`src/rtl/br_predict.sv`:
```
// rtl/br_predict.sv - branch resolve unit with 2-bit bimodal direction predictor
// Resolves execute-stage branches, trains the counter table, and issues a one-cycle flush on mispredict.
module br_predict #(
   parameter int IDX_W = 4
) (
   input  logic        clk_i,
   input  logic        rst_i,
   input  logic [31:0] pc_f_i,
   output logic        pred_taken_o,
   input  logic        ex_valid_i,
   input  logic        ex_is_br_i,
   input  logic [2:0]  ex_funct3_i,
   input  logic [31:0] ex_pc_i,
   input  logic [31:0] ex_target_i,
   input  logic        ex_pred_taken_i,
   input  logic        br_less_i,
   input  logic        br_equal_i,
   output logic        br_unsign_o,
   output logic        taken_o,
   output logic        mispredict_o,
   output logic        flush_o,
   output logic [31:0] redirect_pc_o,
   output logic        illegal_o,
   output logic [31:0] br_cnt_o,
   output logic [31:0] mispred_cnt_o
);

   localparam int N_ENT = 1 << IDX_W;

   logic             legal;
   logic             resolve;
   logic             taken;
   logic             mispredict;
   logic [IDX_W-1:0] f_idx;
   logic [IDX_W-1:0] ex_idx;
   logic             unused_pc;

   logic [1:0]  bht_q [N_ENT];
   logic [1:0]  bht_d [N_ENT];
   logic        flush_q, flush_d;
   logic [31:0] redirect_q, redirect_d;
   logic [31:0] br_cnt_q, br_cnt_d;
   logic [31:0] mispred_cnt_q, mispred_cnt_d;

   assign f_idx     = pc_f_i[IDX_W+1:2];
   assign ex_idx    = ex_pc_i[IDX_W+1:2];
   assign unused_pc = ^{pc_f_i[31:IDX_W+2], pc_f_i[1:0]};

   // funct3 010/011 have no branch encoding
   always_comb begin
      legal      = (ex_funct3_i[2:1] != 2'b01);
      resolve    = ex_valid_i & ex_is_br_i & legal;
      taken      = 1'b0;
      if (resolve) begin
         case (ex_funct3_i)
            3'b000:         taken = br_equal_i;
            3'b001:         taken = !br_equal_i;
            3'b100, 3'b110: taken = br_less_i;
            3'b101, 3'b111: taken = !br_less_i;
            default:        taken = 1'b0;
         endcase
      end
      mispredict = resolve & (taken != ex_pred_taken_i);
   end

   // Table read uses registered state only, so a same-cycle update is not visible
   assign pred_taken_o  = bht_q[f_idx][1];
   assign br_unsign_o   = ex_funct3_i[1];
   assign taken_o       = taken;
   assign mispredict_o  = mispredict;
   assign illegal_o     = ex_valid_i & ex_is_br_i & !legal;
   assign flush_o       = flush_q;
   assign redirect_pc_o = redirect_q;
   assign br_cnt_o      = br_cnt_q;
   assign mispred_cnt_o = mispred_cnt_q;

   always_comb begin
      bht_d         = bht_q;
      flush_d       = mispredict;
      redirect_d    = redirect_q;
      br_cnt_d      = br_cnt_q;
      mispred_cnt_d = mispred_cnt_q;
      if (mispredict) begin
         redirect_d = taken ? ex_target_i : (ex_pc_i + 32'd4);
      end
      if (resolve) begin
         if (taken) begin
            if (bht_q[ex_idx] != 2'b11) bht_d[ex_idx] = bht_q[ex_idx] + 2'b01;
         end else begin
            if (bht_q[ex_idx] != 2'b00) bht_d[ex_idx] = bht_q[ex_idx] - 2'b01;
         end
         if (br_cnt_q != 32'hFFFF_FFFF) br_cnt_d = br_cnt_q + 32'd1;
      end
      if (mispredict && (mispred_cnt_q != 32'hFFFF_FFFF)) begin
         mispred_cnt_d = mispred_cnt_q + 32'd1;
      end
   end

   always_ff @(posedge clk_i) begin
      if (rst_i) begin
         for (int i = 0; i < N_ENT; i++) bht_q[i] <= 2'b01;
         flush_q       <= 1'b0;
         redirect_q    <= 32'd0;
         br_cnt_q      <= 32'd0;
         mispred_cnt_q <= 32'd0;
      end else begin
         bht_q         <= bht_d;
         flush_q       <= flush_d;
         redirect_q    <= redirect_d;
         br_cnt_q      <= br_cnt_d;
         mispred_cnt_q <= mispred_cnt_d;
      end
   end

endmodule

```
`config.mk`:
```
export PLATFORM = sky130hd
export DESIGN_NAME = br_predict
export DESIGN_NICKNAME = d
export VERILOG_FILES = /design/src/rtl/br_predict.sv
export SDC_FILE = /design/constraint.sdc
export NUM_CORES = 1
export LEC_CHECK = 0
export ABC_AREA = 1
export BUFFER_PORTS_ARGS = -buffer_cell sky130_fd_sc_hd__buf_2
export CAP_MARGIN = 20
export CELL_PAD_IN_SITES_DETAIL_PLACEMENT = 1
export CELL_PAD_IN_SITES_GLOBAL_PLACEMENT = 1
export CORE_ASPECT_RATIO = 1.1
export CORE_MARGIN = 2
export CORE_UTILIZATION = 33
export CTS_CLUSTER_DIAMETER = 40
export DETAILED_ROUTE_END_ITERATION = 6
export GPL_TIMING_DRIVEN = 0
export HOLD_SLACK_MARGIN = 0.1
export PLACE_DENSITY = 0.8
export SYNTH_ARGS = -nofsm -noshare
export SYNTH_HDL_FRONTEND = slang
export SYNTH_SLANG_ARGS = --single-unit
```
`constraint.sdc`:
```
create_clock -name clk_i -period 2.8 [get_ports clk_i]
set_clock_uncertainty 0.2 [all_clocks]
set_input_delay 0.56 -clock clk_i [delete_from_list [all_inputs] [get_ports clk_i]]
set_output_delay 0.56 -clock clk_i [all_outputs]
set_load 0.005 [all_outputs]
```
==> impl_metrics.ini, run 1 <==
[setup_path]
worstPathArrival_ns = 1.91
crit_fanout = 10
startpoint_type = input pin
cp-end-kind = primary output
cp.required_ns = 2.04
r2r_cells = 13
startpoint = ex_funct3_i[0]
r2r_start = bht_q[29]$_SDFFE_PP0P_
crit_type = input pin to primary output

[route]
routed_via_density = 5.05
wl_per_cell_um = 16.2
first_pass_iters = 5
drc_errors = 0
ant_nets = 0
drt-total-wl_um = 31500
vias = 9809
drtIter0Drc = 382

[grt]
grt_max_degree = 17
grt_pass1_vias = 9954
grt_pass1_wl_um = 50600
grt_use_total = 0.239
antenna_found_initial = 4
overflow = 0

[timing]
max_freq_mhz = 375
slew_violations = 0
tightestPinTransition_ns = 0.684
min_period_ns = 2.67
hold_slack_ns = 0.221
setup_ws_ns = 0.133
finalSetupViolCount = 0
slew-limit-headroom = 0.544
hold_violations = 0
post-route-period-util = 0.952

[final_layout]
area_growth_pct = 23.8
design_area_sq_um = 10400
nets = 1727
drive_gt1_frac = 0.185
final_common_cell = nand2_1
final_cell_mix = nand2_1 (513), nor2_1 (230), buf_2 (192)

[placed_design]
pre_cts_ws_ns = -0.849
place_area_sq_um = 9710
hpwl_um = 24900
gp_congestion = 0.894
port_buffers = 178

[status]
run_status = completed

[floorplanning]
io_pins = 208
die_width_um = 156
initial_core_util = 0.334
core_area_sq_um = 25200
die_area_sq_um = 26800
row_count = 61
die_h_um = 172

[yosys]
ys_seq_area_frac = 0.307
ys_ff_latch = 129
synth_area_per_cell_sq_um = 5.96
yosysUniqueCellTypes = 31
yosys_warnings = 0
synthCells = 1412
synth_nets = 1526
netlist_area_sq_um = 8420

[hold_path]
hold_path_depth = 3
hold_class = input pin to flip-flop
hp-start = ex_target_i[20]

[clock_tree]
numClockSinks = 129
cts_tree = done
htreeDepth = 4
path_clk_slew_ns = 0.06
numCtsBuffers = 17
hold_buffers = 0
clock_path_buffers = 2
clk_latency_ns = 0.43
root_buffer = clkbuf_16

[power_and_ir_drop]
power_density_nw_per_um2 = 455
ir_drop_mv = 0.387
p_leak_uw = 0.00466

[flow_run]
max-cap-violations = 0
-- path summary, 6_finish.rpt --
path                                     to  slack, ns
max                            mispredict_o       0.13
min reg2reg  redirect_pc_o[10]$_SDFFE_PP0P_       0.27
max reg2reg          bht_q[23]$_SDFFE_PP0P_       0.31
min          redirect_pc_o[20]$_SDFFE_PP0P_       0.22
-- report_power, final --
part	total, uW	switching, uW	internal [uW]	leakage [uW]
registers	1890	19.7	1870	0.00104
clock network	2260	845	1410	0.000274
logic	596	384	212	0.00334
-- cells in the mapped netlist --
library cell	count	area, sq um
buf_6	8	90.1
inv_2	10	37.5
xnor2_1	10	87.6
xor2_1	28	245
nand4_2	1	12.5
dfxtp_1	129	2580
o211ai_1	2	15.0
buf_4	4	30.0
nor2_4	6	67.6
nand2_4	2	22.5
a21oi_2	8	70.1
inv_1	90	338
or2_2	1	6.26
nor3_1	4	20.0
nor2_1	231	867
clkbuf_1	15	56.3
a21oi_1	118	591
buf_2	19	95.1
nand2_1	515	1930
nand4_1	6	37.5
o21ai_0	61	305
nand3_1	60	300
buf_1	4	15.0
nor2_2	6	37.5
nand3_2	2	20.0
o21ai_1	8	40.0
ha_1	8	100
nand3b_1	34	255
o31ai_1	1	7.51
nor3b_1	4	30.0
nand2_2	17	106
-- kinds of logic (layout without fill, tap and decap cells) --
kind of cell / Yosys count / count (layout) / share of synthesized area
AOI/OAI and AO/OA: 198 / 198 / 0.122
and+or+nand+nor: 889 / 889 / 0.441
adders and majority gates: 8 / 8 / 0.0119
buffers and inverters: 150 / 362 / 0.0786
xor gates and xnor gates: 38 / 38 / 0.0395
DFF: 129 / 129 / 0.307
other: 0 / 4 / 0
-- critical path: stages --
cell and delay, ns:
buf_2 0.12, inv_2 0.05, nand2_1 0.05, nand3_1 0.11
nand2_2 0.11, nand2_1 0.11, inv_1 0.07, nor2_4 0.26
buf_2 0.30, buf_2 0.16
-- through the flow --
stage | instances | TNS [ns] | util | total power [uW]
floorplan | 1412 | 0 | - | 2240
global placement | 1905 | -15.81 | 0.385 | 2470
detailed placement | 1905 | -18.81 | 0.385 | 2480
CTS | 1937 | 0 | 0.411 | 4760
global route | 1942 | -0.00185 | 0.414 | 4910
finish | 1943 | 0 | 0.414 | 4740
-- metal layers --
layer	track usage	vias to the layer above	share of wire
met3	0.0383	43	0.038
met1	0.290	4700	0.45
met4	0.0758	2	0.019
li1	-	4868	-
met5	0	-	0.00041
met2	0.429	196	0.49
-- cell type report --
cell class              instances  area, sq um
diodes                          4         10.0
plain buffers                  50          319
clock buffers                  24          462
clock inverters                 6          108
fillers                      3476        14800
inverters                     100          378
multi-input cells            1133         5250
flip-flops and latches        129         2580
well taps                     315          394
repair buffers                182          923
-- timing repair --
item,4_1_cts,5_1_grt
endpoints found under the setup margin,25,31
setup buffers,2,2
endpoints found under the hold margin,0,0
pin swaps,1,1
gates resized for setup,14,15
(Power assumes the default switching activity.)
==> run 2, diff against run 1 <==
--- a/config.mk
+++ b/config.mk
@@ -5,14 +5,14 @@
 export SDC_FILE = /design/constraint.sdc
 export NUM_CORES = 1
 export LEC_CHECK = 0
-export ABC_AREA = 1
+export ABC_AREA = 0
 export BUFFER_PORTS_ARGS = -buffer_cell sky130_fd_sc_hd__buf_2
 export CAP_MARGIN = 20
 export CELL_PAD_IN_SITES_DETAIL_PLACEMENT = 1
 export CELL_PAD_IN_SITES_GLOBAL_PLACEMENT = 1
 export CORE_ASPECT_RATIO = 1.1
 export CORE_MARGIN = 2
-export CORE_UTILIZATION = 33
+export CORE_UTILIZATION = 35
 export CTS_CLUSTER_DIAMETER = 40
 export DETAILED_ROUTE_END_ITERATION = 6
 export GPL_TIMING_DRIVEN = 0
==> impl_metrics.ini, run 2 <==
[grt]
overflow = 0
grt_max_degree = 17
grt_pass1_wl_um = 44600
grt.met3_usage = 0.0355
gr-usage-met1 = 0.320
busiest_layer = met2
grt_pass1_vias = 8191
grt_use_total = 0.255
use_met2 = 0.446
antenna_found_initial = 0

[floorplanning]
core_area_sq_um = 20600
die_area_sq_um = 22300
die_h_um = 156
io_pins = 208
initial_core_util = 0.358
die_width_um = 143
row_count = 55

[setup_path]
rrSetupSlack_ns = 0.07
startpoint = ex_funct3_i[2]
r2r_cells = 8
critPathTopFamily = buffers and inverters
cp-end-kind = primary output
crit_top_cell = buf_8
r2r_start = bht_q[1]$_SDFFE_PP0P_
crit_fanout = 6
cp_slowest_stage_delay_ns = 0.41
worstPathArrival_ns = 2.08
crit_buf_inv = 4
crit_type = input pin to primary output
startpoint_type = input pin
cp.required_ns = 2.04
path_cells = buf_8, or3b_4, a32oi_4, mux2i_4, inv_2, buf_8, buf_6
slowest_stage = or3b_4

[clock_tree]
path_clk_slew_ns = 0.06
htreeDepth = 4
numCtsBuffers = 17
root_buffer = clkbuf_16
clock_path_buffers = 2
numClockSinks = 129
cts_tree = done
hold_buffers = 0
clk_latency_ns = 0.43

[yosys]
ys_async_sr_fraction = 0
synth_nets = 1010
synth_area_per_cell_sq_um = 8.24
synth_top_area_cell = dfxtp_1
yosysUniqueCellTypes = 60
yosysMostFrequentCell = dfxtp_1
netlist_area_sq_um = 7390
netlist.area_leader.share = 0.350
synthTopCellsByArea = dfxtp_1 (35%), a21oi_1 (4.7%), mux4_2 (4.3%)
yosys_warnings = 0
synth_common_cells = dfxtp_1 (129), nor2_1 (75), a21oi_1 (70), nand2_1 (58), nand3_1 (57)
synth_edf_count = 0
synthCells = 896
ys_ff_latch = 129
ys_seq_area_frac = 0.350
synthFlopType = dfxtp_1

[status]
violations = setup timing
run_status = finished, violations left

[route]
vias = 8199
wl_per_cell_um = 21.0
first_pass_iters = 5
drc_errors = 0
ant_nets = 0
routed_via_density = 5.93
drtIter0Drc = 446
drt-total-wl_um = 29000

[final_layout]
drive_gt1_frac = 0.292
nets = 1228
area_growth_pct = 32.1
final_common_cell = buf_2
final_cell_mix = buf_2 (178), dfxtp_1 (129), a21oi_1 (69)
antennaDiodeCount = 0

[timing]
hold_violations = 0
tns_ns = -0.0352
finalSetupViolCount = 1
min_period_ns = 2.84
max_freq_mhz = 353
tightestPinTransition_ns = 0.883
slew_violations = 0
rsz0062_at_grt = true
post-route-period-util = 1.01
setup_ws_ns = -0.0352
slew-limit-headroom = 0.411

[hold_path]
hp-start = ex_pc_i[0]
hold_class = input pin to flip-flop
min_to = redirect_pc_o[0]$_SDFFE_PP0P_
hold_path_depth = 3

[power_and_ir_drop]
switching_share = 0.284
pwr-share-comb = 0.123
pwr-share-seq = 0.403
power_uw = 4660
ir_drop_mv = 0.430
p_leak_uw = 0.00363
power_frac_clock = 0.474
power.switching_uw = 1320
internal_power_uw = 3340
power_density_nw_per_um2 = 478

[placed_design]
pre_cts_ws_ns = -1.18
hpwl_um = 21200
port_buffers = 176
gp_congestion = 0.897

[flow_run]
max-cap-violations = 0
==> run 2: changes by cell type after synthesis, sizes merged, moves of 28 or more <==
cell / before / now
nor2: 243 / 75
nand3b: 34 / 1
clkbuf: 15 / 47
nand2: 534 / 58
nor3: 4 / 35
inv: 100 / 22
a21oi: 126 / 70
or4: 0 / 28
==> run 2: how the worst max path moves through the flow <==
stage / end / depth (start not counted)
finish: mispredict_o / 7
global route: mispredict_o / 7
CTS: mispredict_o / 7
detailed placement: redirect_pc_o[29]$_SDFFE_PP0P_ / 9
global placement: redirect_pc_o[29]$_SDFFE_PP0P_ / 9
floorplan: flip-flop / 9
==> run 2: final cells by class <==
cell class,count,area (sq um)
inverter,22,85.1
tap,256,320
sequential,129,2580
clock inverter,13,126
multi-input combinational,678,4650
fill,2533,10900
buffer,64,379
timing repair buffer,202,1170
clock buffer,19,443
==> run 2: kinds of logic (layout without fill, tap and decap cells) <==
| family | after synthesis | count (layout) | synth area share |
|---|---|---|---|
| simple gates | 388 | 388 | 0.288 |
| compound gates | 220 | 220 | 0.196 |
| flops | 129 | 129 | 0.350 |
| buf+inv | 89 | 320 | 0.0476 |
| mux | 40 | 40 | 0.0795 |
| xor+xnor | 22 | 22 | 0.0261 |
| fa+ha+maj | 8 | 8 | 0.0136 |
==> run 2: tightest hold or removal path: cells and delay by family <==
kind            cells  cell delay, ns
compound gates      1            0.08
buf+inv             1            0.10
simple gates        1            0.05
==> run 2: power by group through the flow <==
stage / combinational, uW / clock (uW) / sequential, uW
global route: 614 / 2300 / 1880
global placement: 495 / 0 / 1920
detailed placement: 505 / 0 / 1920
finish: 576 / 2210 / 1880
floorplan: 277 / 0 / 1920
CTS: 548 / 2240 / 1880
==> run 2: repair_timing <==
item / in CTS / in global routing
pin swaps: 6 / 9
cloned: 0 / 1
setup buffers: 11 / 14
endpoints found under the setup margin: 102 / 83
gates resized for setup: 39 / 32
==> run 2: layer usage <==
metal / up-vias / part of all wire
met5: - / 0
met4: 0 / 0.025
met3: 56 / 0.042
met2: 217 / 0.51
met1: 4071 / 0.43
li1: 3855 / -
==> run 2: metrics by stage <==
stage               cells  utilization  cell area, sq um  hold WS (ns)
floorplan             896            -              7570         0.248
global route         1383        0.473              9760         0.230
detailed placement   1328        0.425              8770         0.247
global placement     1328        0.425              8770         0.238
CTS                  1370        0.463              9560         0.203
finish               1383        0.473              9760         0.210
==> run 3, diff against run 2 <==
--- a/config.mk
+++ b/config.mk
@@ -10,7 +10,7 @@
 export CAP_MARGIN = 20
 export CELL_PAD_IN_SITES_DETAIL_PLACEMENT = 1
 export CELL_PAD_IN_SITES_GLOBAL_PLACEMENT = 1
-export CORE_ASPECT_RATIO = 1.1
+export CORE_ASPECT_RATIO = 0.8
 export CORE_MARGIN = 2
 export CORE_UTILIZATION = 35
 export CTS_CLUSTER_DIAMETER = 40
==> constraint.sdc (replaced) <==
create_clock -name clk_i -period 2.8 [get_ports clk_i]
set_clock_uncertainty 0.2 [all_clocks]
set_input_delay 0.14 -clock clk_i [delete_from_list [all_inputs] [get_ports clk_i]]
set_output_delay 0.14 -clock clk_i [all_outputs]
set_load 0.005 [all_outputs]
==> impl_metrics.ini, run 3 (synthesis results as in run 2) <==
[floorplanning]
die_area_sq_um = 22300
core_area_sq_um = 20700
row_count = 47
die_width_um = 166
io_pins = 208
initial_core_util = 0.357
die_h_um = 134

[timing]
rsz0062_at_grt = true
slew-limit-headroom = 0.353
setup_ws_ns = -0.0161
tightestPinTransition_ns = 0.962
min_period_ns = 2.82
max_freq_mhz = 355
slew_violations = 0
hold_violations = 0
hold_slack_ns = 0.158
post-route-period-util = 1.01
finalSetupViolCount = 3

[power_and_ir_drop]
power_density_nw_per_um2 = 491
power_frac_clock = 0.502
pwr-share-seq = 0.372
power.switching_uw = 1320
ir_drop_mv = 0.453
pwr-share-comb = 0.125
power_uw = 5040
switching_share = 0.261
internal_power_uw = 3730
p_leak_uw = 0.00386

[route]
drc_errors = 0
wl_per_cell_um = 22.0
drt-total-wl_um = 32000
ant_nets = 0
vias = 8686
first_pass_iters = 5
drtIter0Drc = 574
routed_via_density = 5.97

[clock_tree]
path_clk_slew_ns = 0.06
clk_latency_ns = 0.43
htreeDepth = 4
clock_path_buffers = 2
root_buffer = clkbuf_16
numCtsBuffers = 17
numClockSinks = 129
cts_tree = done

[setup_path]
crit_fanout = 10
worstPathArrival_ns = 2.89
cp-end-kind = flip-flop
startpoint_type = flip-flop
cp_slowest_stage_delay_ns = 0.56
crit_top_cell = mux4_2
cp.required_ns = 2.87
path_cells = mux4_2, mux4_2, ha_4, mux2_4, clkbuf_2, o21ai_0, a21oi_1
slowest_stage = mux4_2
crit_type = flip-flop to flip-flop

[placed_design]
gp_congestion = 0.926
placed_cells = 1341
place_area_sq_um = 8610
hpwl_um = 21200
port_buffers = 176

[final_layout]
fillers = 2513
final_core_util = 0.497
final_cell_mix = buf_2 (185), dfxtp_1 (126), a21oi_1 (69)
multi_input_area_sq_um = 4620
drive_gt1_frac = 0.257
final_common_cell = buf_2
nets = 1285
finalNonFillerCells = 1455
area_growth_pct = 39.2
regArea_sq_um = 2590
design_area_sq_um = 10300

[status]
run_status = finished, violations left
violations = setup timing

[grt]
grt_max_degree = 17
grt_pass1_vias = 8969
antenna_found_initial = 2
grt_pass1_wl_um = 49500
overflow = 0
grt_use_total = 0.280

[hold_path]
hold_class = input pin to flip-flop

[flow_run]
max-cap-violations = 0
-- run 3: changes by cell type in the layout (fill, tap and decap cells not counted), moves of 5 or more --
cell / before / now
dlygate4sd3_1: 0 / 68
buf_4: 25 / 13
buf_2: 178 / 185
nor2_4: 11 / 4
buf_6: 6 / 0
buf_8: 6 / 1
clkbuf_1: 30 / 35
inv_6: 5 / 0
-- run 3: through the flow --
step                setup TNS, ns  worst slack (ns)
CTS                             0           0.00309
detailed placement         -60.88             -1.19
global placement           -57.34             -1.14
global route               -0.281           -0.0603
finish                    -0.0217           -0.0161
floorplan                       0            0.0256
-- run 3: worst paths after layout --
path	startpoint	endpoint	slack, ns	depth (start not counted)
worst max-delay path	bht_q[1]$_SDFFE_PP0P_	bht_q[23]$_SDFFE_PP0P_	-0.02	7
worst min-delay path	ex_pc_i[5]	redirect_pc_o[5]$_SDFFE_PP0P_	0.16	5
worst max register to register	bht_q[1]$_SDFFE_PP0P_	bht_q[23]$_SDFFE_PP0P_	-0.02	7
worst min register to register	redirect_pc_o[7]$_SDFFE_PP0P_	redirect_pc_o[7]$_SDFFE_PP0P_	0.25	2
-- run 3: per-layer routing --
| layer | track usage | vias up | share of wire |
|---|---|---|---|
| li1 | - | 3966 | - |
| met1 | 0.354 | 4308 | 0.43 |
| met2 | 0.479 | 319 | 0.48 |
| met3 | 0.0478 | 93 | 0.056 |
| met4 | 0.110 | 0 | 0.034 |
| met5 | 0 | - | 0 |
-- run 3: worst max-delay path, delay by kind of cell (launching register included) --
family | cells | cell delay [ns]
buffers and inverters | 1 | 0.22
AO/OA/AOI/OAI | 2 | 0.39
multiplexers | 3 | 1.33
flip-flops | 1 | 0.33
adder cells (fa/ha/maj) | 1 | 0.20
-- run 3: area by class of cell --
class                      count  share of cell area
clock buffer                  19              0.0431
tap                          269              0.0327
buffer                        66              0.0315
sequential                   129               0.252
multi-input combinational    678               0.449
clock inverter                13              0.0204
antenna                        2            0.000487
timing repair buffer         257               0.163
inverter                      22             0.00803
-- run 3: what timing repair did --
item | CTS | global route
gates resized for setup | 32 | 43
hold buffers | 66 | 2
cloned | 0 | 1
hold endpoints to repair | 32 | 2
setup endpoints to repair | 105 | 70
pin swaps | 4 | 8
buffers inserted | 2 | 10
-- run 3: power groups by stage --
stage	Sequential, uW	Clock [uW]	Combinational (uW)
floorplan	1920	0	249
detailed placement	1920	0	473
CTS	1880	2540	568
finish	1880	2530	632
global placement	1920	0	463
global route	1880	2630	671
